## src/rtl/mem_arbiter.sv

```systemverilog
// Two-client (I-cache / D-cache) block memory arbiter with registered memory strobes.
// Contention policy: fixed D-cache priority by default; `define ARB_ROUND_ROBIN_EN for round-robin.
module mem_arbiter #(
    parameter int ADDR_W = 28,
    parameter int DATA_W = 128
) (
    input  logic              clk,
    input  logic              rst,
    input  logic              ic_read,
    input  logic [ADDR_W-1:0] ic_addr,
    output logic [DATA_W-1:0] ic_rdata,
    output logic              ic_ready,
    input  logic              dc_read,
    input  logic              dc_write,
    input  logic [ADDR_W-1:0] dc_addr,
    input  logic [DATA_W-1:0] dc_wdata,
    output logic [DATA_W-1:0] dc_rdata,
    output logic              dc_ready,
    output logic              mem_read,
    output logic              mem_write,
    output logic [ADDR_W-1:0] mem_addr,
    output logic [DATA_W-1:0] mem_wdata,
    input  logic [DATA_W-1:0] mem_rdata,
    input  logic              mem_ready,
    output logic [15:0]       dc_grants,
    output logic [15:0]       ic_grants
);

    typedef enum logic [1:0] {IDLE, GRANT_I, GRANT_D, RELEASE} state_t;

    state_t state, state_nxt;
    logic   ic_req, dc_req;
    logic   grant_i, grant_d;

`ifdef ARB_ROUND_ROBIN_EN
    logic   prio_d;
`endif

    function automatic logic [15:0] sat_inc(input logic [15:0] v);
        return (v == 16'hFFFF) ? v : v + 16'd1;
    endfunction

    assign ic_req   = ic_read;
    assign dc_req   = dc_read | dc_write;
    assign ic_rdata = mem_rdata;
    assign dc_rdata = mem_rdata;

    always_ff @(posedge clk or posedge rst) begin
        if (rst) state <= IDLE;
        else     state <= state_nxt;
    end

    always_comb begin
        state_nxt = state;
        grant_i   = 1'b0;
        grant_d   = 1'b0;
        ic_ready  = 1'b0;
        dc_ready  = 1'b0;
        case (state)
            IDLE: begin
                if (dc_req && ic_req) begin
`ifdef ARB_ROUND_ROBIN_EN
                    if (prio_d) grant_d = 1'b1;
                    else        grant_i = 1'b1;
`else
                    grant_d = 1'b1;
`endif
                end else if (dc_req) begin
                    grant_d = 1'b1;
                end else if (ic_req) begin
                    grant_i = 1'b1;
                end
                if (grant_d)      state_nxt = GRANT_D;
                else if (grant_i) state_nxt = GRANT_I;
            end
            GRANT_I: begin
                if (mem_ready) begin
                    ic_ready  = 1'b1;
                    state_nxt = RELEASE;
                end
            end
            GRANT_D: begin
                if (mem_ready) begin
                    dc_ready  = 1'b1;
                    state_nxt = RELEASE;
                end
            end
            RELEASE: state_nxt = IDLE;
            default: state_nxt = IDLE;
        endcase
    end

    // Memory side is latched once at grant and held until completion, so a
    // requester dropping its request mid-transaction cannot disturb the access.
    always_ff @(posedge clk or posedge rst) begin
        if (rst) begin
            mem_read  <= 1'b0;
            mem_write <= 1'b0;
            mem_addr  <= '0;
            mem_wdata <= '0;
        end else if (grant_d) begin
            mem_read  <= dc_read & ~dc_write;
            mem_write <= dc_write;
            mem_addr  <= dc_addr;
            mem_wdata <= dc_wdata;
        end else if (grant_i) begin
            mem_read  <= 1'b1;
            mem_write <= 1'b0;
            mem_addr  <= ic_addr;
            mem_wdata <= '0;
        end else if (ic_ready || dc_ready) begin
            mem_read  <= 1'b0;
            mem_write <= 1'b0;
        end
    end

    always_ff @(posedge clk or posedge rst) begin
        if (rst) begin
            ic_grants <= '0;
            dc_grants <= '0;
        end else begin
            if (ic_ready) ic_grants <= sat_inc(ic_grants);
            if (dc_ready) dc_grants <= sat_inc(dc_grants);
        end
    end

`ifdef ARB_ROUND_ROBIN_EN
    // prio_d=1 means the D-cache wins the next contention.
    always_ff @(posedge clk or posedge rst) begin
        if (rst)          prio_d <= 1'b1;
        else if (grant_d) prio_d <= 1'b0;
        else if (grant_i) prio_d <= 1'b1;
    end
`endif

endmodule

```

## config.mk

```make
export PLATFORM = sky130hd
export DESIGN_NAME = mem_arbiter
export DESIGN_NICKNAME = d
export VERILOG_FILES = /design/src/rtl/mem_arbiter.sv
export SDC_FILE = /design/constraint.sdc
export NUM_CORES = 1
export LEC_CHECK = 0
export BUFFER_PORTS_ARGS = -buffer_cell sky130_fd_sc_hd__clkbuf_2
export CAP_MARGIN = 20
export CELL_PAD_IN_SITES_DETAIL_PLACEMENT = 0
export CELL_PAD_IN_SITES_GLOBAL_PLACEMENT = 1
export CORE_AREA = 2 2 300 302
export DETAILED_ROUTE_END_ITERATION = 10
export DIE_AREA = 0 0 302 304
export PLACE_DENSITY_LB_ADDON = 0.15
export REMOVE_ABC_BUFFERS = 1
export SYNTH_ARGS = -nofsm -noshare
export SYNTH_HDL_FRONTEND = slang
export SYNTH_SLANG_ARGS = --single-unit
```

## constraint.sdc

```tcl
create_clock -name clk -period 7.45 [get_ports clk]
set_clock_uncertainty 0.15 [all_clocks]
set_input_delay 0.745 -clock clk [delete_from_list [all_inputs] [get_ports clk]]
set_output_delay 0.745 -clock clk [all_outputs]
set_load 0.05 [all_outputs]
```

== After elaboration in Yosys (flattened, before gate mapping) ==
Index checks and enable logic that the tools add are counted.

* Output and inout bits: 448
* Logic and storage cells: 55
* Register bits: 192

* Multiplexer cells: 25
* Add/subtract/negate cells: 2
* Equality and inequality tests: 7
* Bitwise logic cells: 5
* Reductions and logical operators: 9

{| class="wikitable"
|+ Operators with widths
! operator !! number
|-
| 2-to-1 mux 128 bit || 2
|-
| 2-to-1 mux 28 bit || 2
|-
| adder 16 x 1 -> 16 bit, second input constant || 2
|-
| equality test 16 bit, second input constant || 2
|-
| 2-to-1 mux 1 bit || 17
|-
| 2-to-1 mux 2 bit || 3
|-
| one-hot mux 2 bit (3 select lines) || 1
|-
| AND reduction 2 bit || 3
|-
| equality test 2 bit, second input constant || 2
|-
| != test 3 bit, second input constant || 1
|-
| inverter 1 bit || 3
|-
| nonzero test 3 bit || 1
|-
| equality test 2 x 1 -> 1 bit, second input constant || 1
|-
| logical NOT 2 bit || 1
|-
| != test 2 x 1 -> 1 bit, second input constant || 1
|-
| nonzero test 2 bit || 1
|-
| OR reduction 2 bit || 1
|-
| bitwise AND 1 bit || 1
|-
| logical AND 1 bit || 1
|-
| logical OR 1 bit || 1
|-
| OR 1 bit || 1
|}

== Logic depth before layout (Yosys ltp) ==
Gate-level depths: netlist of the first run.

* Depth after elaboration: 7
* Depth in mapped cells: 8
* Gate-level depth less buffers: 7

== Least setup slack after synthesis of the first run ==
Ideal clock, no wire load.

* Path kind: input-to-reg
* Start point: input port mem_ready
* End point: register dc_grants[9]
* Library setup time: 0.143 ns
* Arrival: 1.871 ns
* Path buffers: 1
* Setup slack: 5.286 ns
* Stages on the path: 6
* Cells stage by stage: nand2_1 inv_1 and4_1 buf_2 nand4_1 xnor2_1

* Cells in the longest elaborated chain, start to end: 3

{| class="wikitable"
|+ RTL lines
! what !! RTL line !! text
|-
| start, declared || 24 || <nowiki>input logic mem_ready,</nowiki>
|-
| 2-to-1 mux 1 bit || 83 || <nowiki>if (mem_ready) begin</nowiki>
|-
| 2-to-1 mux 1 bit || 59 || <nowiki>case (state)</nowiki>
|-
| net dc_ready || 18 || <nowiki>output logic dc_ready,</nowiki>
|-
| AND reduction 2 bit (no line) || n/a ||
|-
| end signal, assigned || 123 || <nowiki>if (dc_ready) dc_grants <= sat_inc(dc_grants);</nowiki>
|-
| end, declared || 25 || <nowiki>output logic [15:0] dc_grants,</nowiki>
|}

The timed path passes the listed nets, and every way through them passes these cells.
A chain may end at the register's enable or synchronous reset.

== Worst setup path after layout of the first run ==
* Start point: register state[0]
* End point: register mem_addr[9]

* Cells in the longest elaborated chain, start to end: 3
* Elaborated cells on any way between the ends: 5
* Classes of those cells: mux (3); reduce/logical (2)

{| class="wikitable"
|+ RTL lines
! what !! RTL line !! text
|-
| start, declared || 31 || <nowiki>state_t state, state_nxt;</nowiki>
|-
| start signal, assigned || 50 || <nowiki>else state <= state_nxt;</nowiki>
|-
| logical NOT 2 bit (*) || 59 ||
|-
| 2-to-1 mux 1 bit || 59 ||
|-
| 2-to-1 mux 28 bit or nonzero test 2 bit (tied branches) || n/a ||
|-
| end signal, assigned || 104 || <nowiki>mem_addr <= dc_addr;</nowiki>
|-
| end signal, assigned || 109 || <nowiki>mem_addr <= ic_addr;</nowiki>
|-
| end, declared || 21 || <nowiki>output logic [ADDR_W-1:0] mem_addr,</nowiki>
|}

Mark *: on every way between the ends. The rest lies on a longest branch, timed or not.

==> results of run 1 <==
through the flow:
stage	instances	cell area, um2	TNS [ps]
finish	2132	11400	0
global route	2131	11400	0
CTS	2131	11400	0
detailed placement	2099	10900	0
global placement	2099	10900	0
floorplan	536	7420	-12460
cells in the final DEF, fill, tap and decap left out, types with 9 or more instances in the layout:
cell                        instances
sky130_fd_sc_hd__clkbuf_2         381
sky130_fd_sc_hd__clkbuf_16         17
sky130_fd_sc_hd__nand3_1           10
sky130_fd_sc_hd__xnor2_1           16
sky130_fd_sc_hd__o21ai_0           25
sky130_fd_sc_hd__nand2_1           41
sky130_fd_sc_hd__a22o_1           128
sky130_fd_sc_hd__dfrtp_1          192
sky130_fd_sc_hd__mux2i_1           29
sky130_fd_sc_hd__nand4_1           10
sky130_fd_sc_hd__a21oi_1            9
where the power goes:
part,leakage [uW],switching [uW],internal [uW]
clock network,0.000267,533,468
logic,0.00270,2380,778
registers,0.00242,267,1480
cells by family (layout without fill, tap and decap cells):
logic type	after synthesis	in the layout	synth area share, %
buf+inv	302	424	22.5
fa+ha+maj	6	6	0.785
xor+xnor	23	23	2.11
flops	192	192	50.3
other cells	0	1	0
simple gates	100	100	6.14
compound gates	178	178	14.7
mux	32	32	3.47
flip-flops by register name (all words and copies together) (netlist names):
name and flops:
dc_grants 16, mem_addr 28, mem_read 1, ic_grants 16
state 2, mem_wdata 128, mem_write 1
worst paths after layout:
| path | start | to |
|---|---|---|
| setup / recovery | state[0] | mem_addr[9] |
| hold / removal | rst | mem_wdata[57] |
| setup reg to reg | state[0] | mem_addr[9] |
| hold reg to reg | mem_addr[1] | mem_addr[1] |
| max in group asynchronous | rst | mem_wdata[60] |
| min in group clk | dc_wdata[43] | mem_wdata[43] |
area by class of cell:
class                      instances  area [um2]  share of cell area, %
sequential                       192        4800                   42.0
clock inverter                    13         126                   1.10
antenna                            1        2.50                 0.0219
timing repair buffer             387        1960                   17.2
clock buffer                      19         433                   3.78
tap                             1176        1470                   12.9
multi-input combinational        339        2620                   22.9
inverter                           5        26.3                  0.230
metal layers:
layer / share of wire [%] / vias up
met2: 41 / 936
met1: 30 / 3611
met3: 25 / 86
li1: - / 2867
met4: 1.6 / 30
met5: 2.0 / -
worst max-delay path, cell delays in order (launching register included):
cell and delay (ps):
sky130_fd_sc_hd__dfrtp_1 410, sky130_fd_sc_hd__inv_1 120, sky130_fd_sc_hd__ha_1 320, sky130_fd_sc_hd__nor2b_4 200, sky130_fd_sc_hd__buf_4 450, sky130_fd_sc_hd__buf_12 480
sky130_fd_sc_hd__mux2i_1 340, sky130_fd_sc_hd__o21ai_0 100
==> out/metrics.csv, run 1 <==
stage,metric,value,unit
run_status,run status,completed,
place,placer congestion estimate,0.890,
timing,slew at the pin closest to its max-slew limit,940,ps
synthesis,primary flip-flop cell chosen by synthesis mapping,sky130_fd_sc_hd__dfrtp_1,
clocking,clock sinks,192,
global_routing,wire length of the first global-routing pass,97700,um
critical_path,Worst Reg-to-Reg Cells,7,
global_routing,met1 Usage GRT,14.3,%
layout,number of fillers in the final layout,10100,
critical_path,Critical Path Source Type,flip-flop,
global_routing,number of global-route vias before repair,7131,
layout,area added between synthesis and finish,19.7,%
timing,max frequency,0.335,GHz
die,number of placed I/O pins,766,
routing,average via count per standard cell,3.53,
place,Setup Slack @ Placement,4160,ps
synthesis,summed instance area of the synthesized netlist,0.00956,mm2
routing,length of the first detailed-routing pass in iterations,5,
synthesis,share of synthesized area occupied by flip-flops and latches,50.3,%
timing,unrepaired setup endpoints after global routing,false,
timing,worst hold-check slack,125,ps
global_routing,most utilized layer in the global route result,met2,
clocking,Resized cells post-CTS,0,
pwr,Final Power,5900,uW
timing,Final Cycle Share,40.1,%
synthesis,average cell area after synthesis,11.5,um2
synthesis,most instantiated cells after synthesis,"257 x sky130_fd_sc_hd__buf_4, 192 x sky130_fd_sc_hd__dfrtp_1, 128 x sky130_fd_sc_hd__a22o_1",
routing,Vias,7530,
routing,wire length per cell,37.7,um
pwr,LEAKAGE,0.00539,uW
clocking,Clock Pin Slew Worst Setup and Hold Paths,90,ps
clocking,clock tree from TritonCTS,done,
critical_path,endpoint required time on the critical path,7670,ps
die,Die Span Y,304,um
routing,final wirelength,80400,um
global_routing,global routing usage on met2,23.9,%
synthesis,number of flops mapped to enable cells by yosys,0,
pwr,total power per unit cell area,516,mW/mm2
clocking,cts bufs inserted,17,
critical_path,endpoint arrival time on the critical path,3200,ps
synthesis,share of flip-flops with an asynchronous set or reset,100,%
clocking,Clk Tree Root Cell,sky130_fd_sc_hd__clkbuf_16,
layout,net total in the final layout,1266,
place,hpwl dp,65400,um
timing,setup slack after layout,4460,ps
synthesis,most area-hungry cell type in the Yosys netlist,sky130_fd_sc_hd__dfrtp_1,
synthesis,number of distinct library cells after synthesis,44,
timing,final max-slew violation count,0,
routing,DRC violation count after routing,0,
min_path,hold crit path type,in -> async,
critical_path,Setup crit end kind,flip-flop,
critical_path,worst setup slack for register-to-register paths,4460,ps
global_routing,global routing met3 resource utilization,21.4,%
die,Placeable Area,0.0890,mm2
timing,time the worst path needs with I/O delays and setup,2990,ps
global_routing,global-route usage over all layers,17.1,%
clocking,maximum clock path buffer count,2,
timing,"Setup violations, final",0,
die,die span in x,302,um
synthesis,fraction of synthesized cell area taken by the top area cell type,50.3,%
timing,tightest slew margin relative to the limit,37.4,%
clocking,setup repair bufs after CTS,0,
synthesis,gate count after technology mapping,833,
clocking,deepest level of the CTS H-tree,4,
die,starting density of the core,10.7,%
timing,final count of hold timing violations,0,
synthesis,cell with the most instances after synthesis,sky130_fd_sc_hd__buf_4,
routing,violation count after the first detailed-route iteration,647,
layout,post-layout utilization of the core,12.9,%
critical_path,critical path class,reg -> reg,
synthesis,leading post-synthesis cells by cell area,"sky130_fd_sc_hd__dfrtp_1 50%, sky130_fd_sc_hd__buf_4 20%, sky130_fd_sc_hd__a22o_1 12%",
pwr,worst vdd rail ir drop,0.000185,V
global_routing,number of antenna violations at the first check in global routing,3,
die,number of core rows,110,
clocking,later-pin clock latency in the skew report,510,ps
global_routing,pin count of the biggest net entering global routing,115,
clocking,quantity of hold-fixing buffers added after cts,0,
place,number of input and output port buffers inserted,381,
job,MaxCap Viol Count,0,
synthesis,number of storage elements in the synthesis netlist,192,
layout,share of layout cells above drive strength 1,45.4,%
routing,Antenna Violating Nets Remaining,0,
die,floorplan die area,0.0918,mm2
global_routing,gr ovfl total,0,
synthesis,Synthesis Warnings,0,
critical_path,largest fanout on the critical path,114,
(Power assumes the default switching activity.)
==> inputs of run 2 (changes only) <==
CORE_AREA = 2 2 299 301   (was 2 2 300 302)
DIE_AREA = 0 0 301 303   (was 0 0 302 304)
clock period = 2.55 ns   (was 7.45 ns; I/O delays follow)
==> out/metrics.csv, run 2 (synthesis results as in run 1) <==
stage,metric,value,unit
clocking,quantity of hold-fixing buffers added after cts,188,
timing,time the worst path needs with I/O delays and setup,2420,ps
timing,max frequency,0.414,GHz
layout,"commonest cells after routing, fill and taps aside","381 x sky130_fd_sc_hd__clkbuf_2, 192 x sky130_fd_sc_hd__dfrtp_1, 188 x sky130_fd_sc_hd__dlygate4sd3_1, 128 x sky130_fd_sc_hd__a22o_1, 41 x sky130_fd_sc_hd__nand2_1",
routing,Vias,8211,
clocking,cts bufs inserted,17,
place,hpwl dp,67900,um
die,Die Span Y,303,um
layout,number of flip-flops under the largest register name,128,
timing,setup TNS,0,ps
critical_path,endpoint arrival time on the critical path,2010,ps
timing,unrepaired setup endpoints after global routing,false,
global_routing,gr ovfl total,0,
min_path,hold crit path type,in -> reg,
critical_path,Critical Path Source Type,flip-flop,
die,number of core rows,109,
timing,setup slack after layout,134,ps
pwr,worst vdd rail ir drop,0.000560,V
routing,violation count after the first detailed-route iteration,610,
routing,DRC violation count after routing,0,
critical_path,Setup crit end kind,output port,
timing,slew at the pin closest to its max-slew limit,500,ps
critical_path,largest stage delay on the critical path,410,ps
clocking,maximum clock path buffer count,2,
critical_path,cells along the critical path,inv_1 > ha_1 > nand2_1 > inv_1 > clkbuf_2,
layout,area of combinational cells with multiple inputs,0.00262,mm2
clocking,Clk Tree Root Cell,sky130_fd_sc_hd__clkbuf_16,
die,Placeable Area,0.0880,mm2
layout,"final std cell area, no fill",0.0135,mm2
routing,length of the first detailed-routing pass in iterations,5,
layout,area added between synthesis and finish,41.2,%
global_routing,global-route usage over all layers,17.6,%
layout,largest register by flop count,mem_wdata,
critical_path,highest-delay cell along the critical path,sky130_fd_sc_hd__dfrtp_1,
pwr,net switching power figure,9410,uW
place,placement-stage cell area,0.0110,mm2
global_routing,number of antenna violations at the first check in global routing,1,
clocking,setup repair bufs after CTS,0,
clocking,Resized cells post-CTS,0,
die,number of placed I/O pins,766,
timing,"Setup violations, final",0,
clocking,clock tree from TritonCTS,done,
timing,final count of hold timing violations,0,
die,die span in x,301,um
critical_path,critical path class,reg -> out,
layout,sequential standard cell area,0.00480,mm2
place,Setup Slack @ Placement,438,ps
global_routing,pin count of the biggest net entering global routing,74,
timing,Final Cycle Share,94.7,%
clocking,later-pin clock latency in the skew report,520,ps
die,floorplan die area,0.0912,mm2
place,placer congestion estimate,0.896,
timing,final max-slew violation count,0,
pwr,LEAKAGE,0.00627,uW
pwr,share of total power in the clock network,16.5,%
clocking,clock sinks,192,
layout,most frequent standard cell in the layout excluding fill and tap cells,sky130_fd_sc_hd__clkbuf_2,
critical_path,most prevalent standard cell on the critical path,sky130_fd_sc_hd__inv_1,
layout,Inserted Diodes,0,
routing,Antenna Violating Nets Remaining,0,
place,number of input and output port buffers inserted,381,
critical_path,largest fanout on the critical path,7,
die,starting density of the core,10.9,%
global_routing,wire length of the first global-routing pass,100000,um
pwr,total power per unit cell area,1310,mW/mm2
job,MaxCap Viol Count,0,
timing,tightest slew margin relative to the limit,66.7,%
pwr,Seq pwr share,29.0,%
clocking,deepest level of the CTS H-tree,4,
routing,final wirelength,82200,um
clocking,Clock Pin Slew Worst Setup and Hold Paths,90,ps
routing,wire length per cell,35.5,um
layout,number of fillers in the final layout,9926,
pwr,switching share of total power,53.3,%
critical_path,endpoint required time on the critical path,2140,ps
layout,share of layout cells above drive strength 1,38.6,%
layout,biggest regs,"mem_wdata (128), mem_addr (28)",
layout,net total in the final layout,1463,
run_status,run status,completed,
pwr,Int Power,8250,uW
pwr,portion of total power attributed to combinational logic,54.5,%
global_routing,number of global-route vias before repair,7889,
routing,average via count per standard cell,3.54,
[run 2: changes by cell type in the layout (fill, tap and decap cells not counted), moves of 3 or more]
| cell | before | now |
|---|---|---|
| sky130_fd_sc_hd__clkinv_8 | 0 | 3 |
| sky130_fd_sc_hd__clkinv_4 | 1 | 5 |
| sky130_fd_sc_hd__inv_8 | 2 | 5 |
| sky130_fd_sc_hd__clkinvlp_4 | 3 | 0 |
| sky130_fd_sc_hd__dlygate4sd3_1 | 0 | 188 |
| sky130_fd_sc_hd__buf_12 | 1 | 8 |
[run 2: worst max-delay path: cells and delay by family, from the launching register on]
family | cells | cell delay [ps]
buf+inv | 3 | 720
flops | 1 | 410
fa+ha+maj | 1 | 170
simple gates | 1 | 190
[run 2: power groups by stage]
stage                     Sequential [uW]  Clock [uW]  Combinational, uW
after floorplan                      9350           0               2260
after global placement               5160           0               9540
after detailed placement             5130           0               9530
after CTS                            5110        3110               9790
after global routing                 5280        3210              10200
final                                5120        2910               9630
[run 2: metal layers]
layer	share of wire, %	GRT usage, %	up-vias
met4	1.9	4.81	29
met5	2.4	15.6	-
met1	29	14.2	3903
met2	42	25.2	941
li1	-	-	3272
met3	25	21.5	66
[run 2: worst paths after layout]
kind	cells after the start	slack [ps]	startpoint	endpoint
max	5	130	state[0]	dc_ready
min	4	110	mem_ready	state[0]
max reg2reg	7	420	state[0]	dc_grants[13]
min reg2reg	2	330	mem_addr[15]	mem_addr[15]
max in group asynchronous	4	1330	rst	mem_addr[23]
min in group asynchronous	3	180	rst	mem_wdata[124]
[run 2: stage by stage]
stage | hold slack (ps) | utilization [%] | std cells | power [uW]
finish | 113 | 15.3 | 2317 | 17700
global route | 96.8 | 15.3 | 2317 | 18700
CTS | 42.0 | 15.3 | 2317 | 18000
detailed placement | 198 | 12.5 | 2097 | 14700
global placement | 200 | 12.5 | 2097 | 14700
floorplan | 212 | - | 536 | 11600
[run 2: cell type report]
| class | instances | area share (%) |
|---|---|---|
| Clock inverter | 15 | 1.21 |
| Timing Repair Buffer | 584 | 29.6 |
| Sequential cell | 192 | 35.6 |
| Multi-Input combinational cell | 339 | 19.4 |
| Tap cell | 1165 | 10.8 |
| Inverter | 5 | 0.195 |
| Clock buffer | 17 | 3.15 |
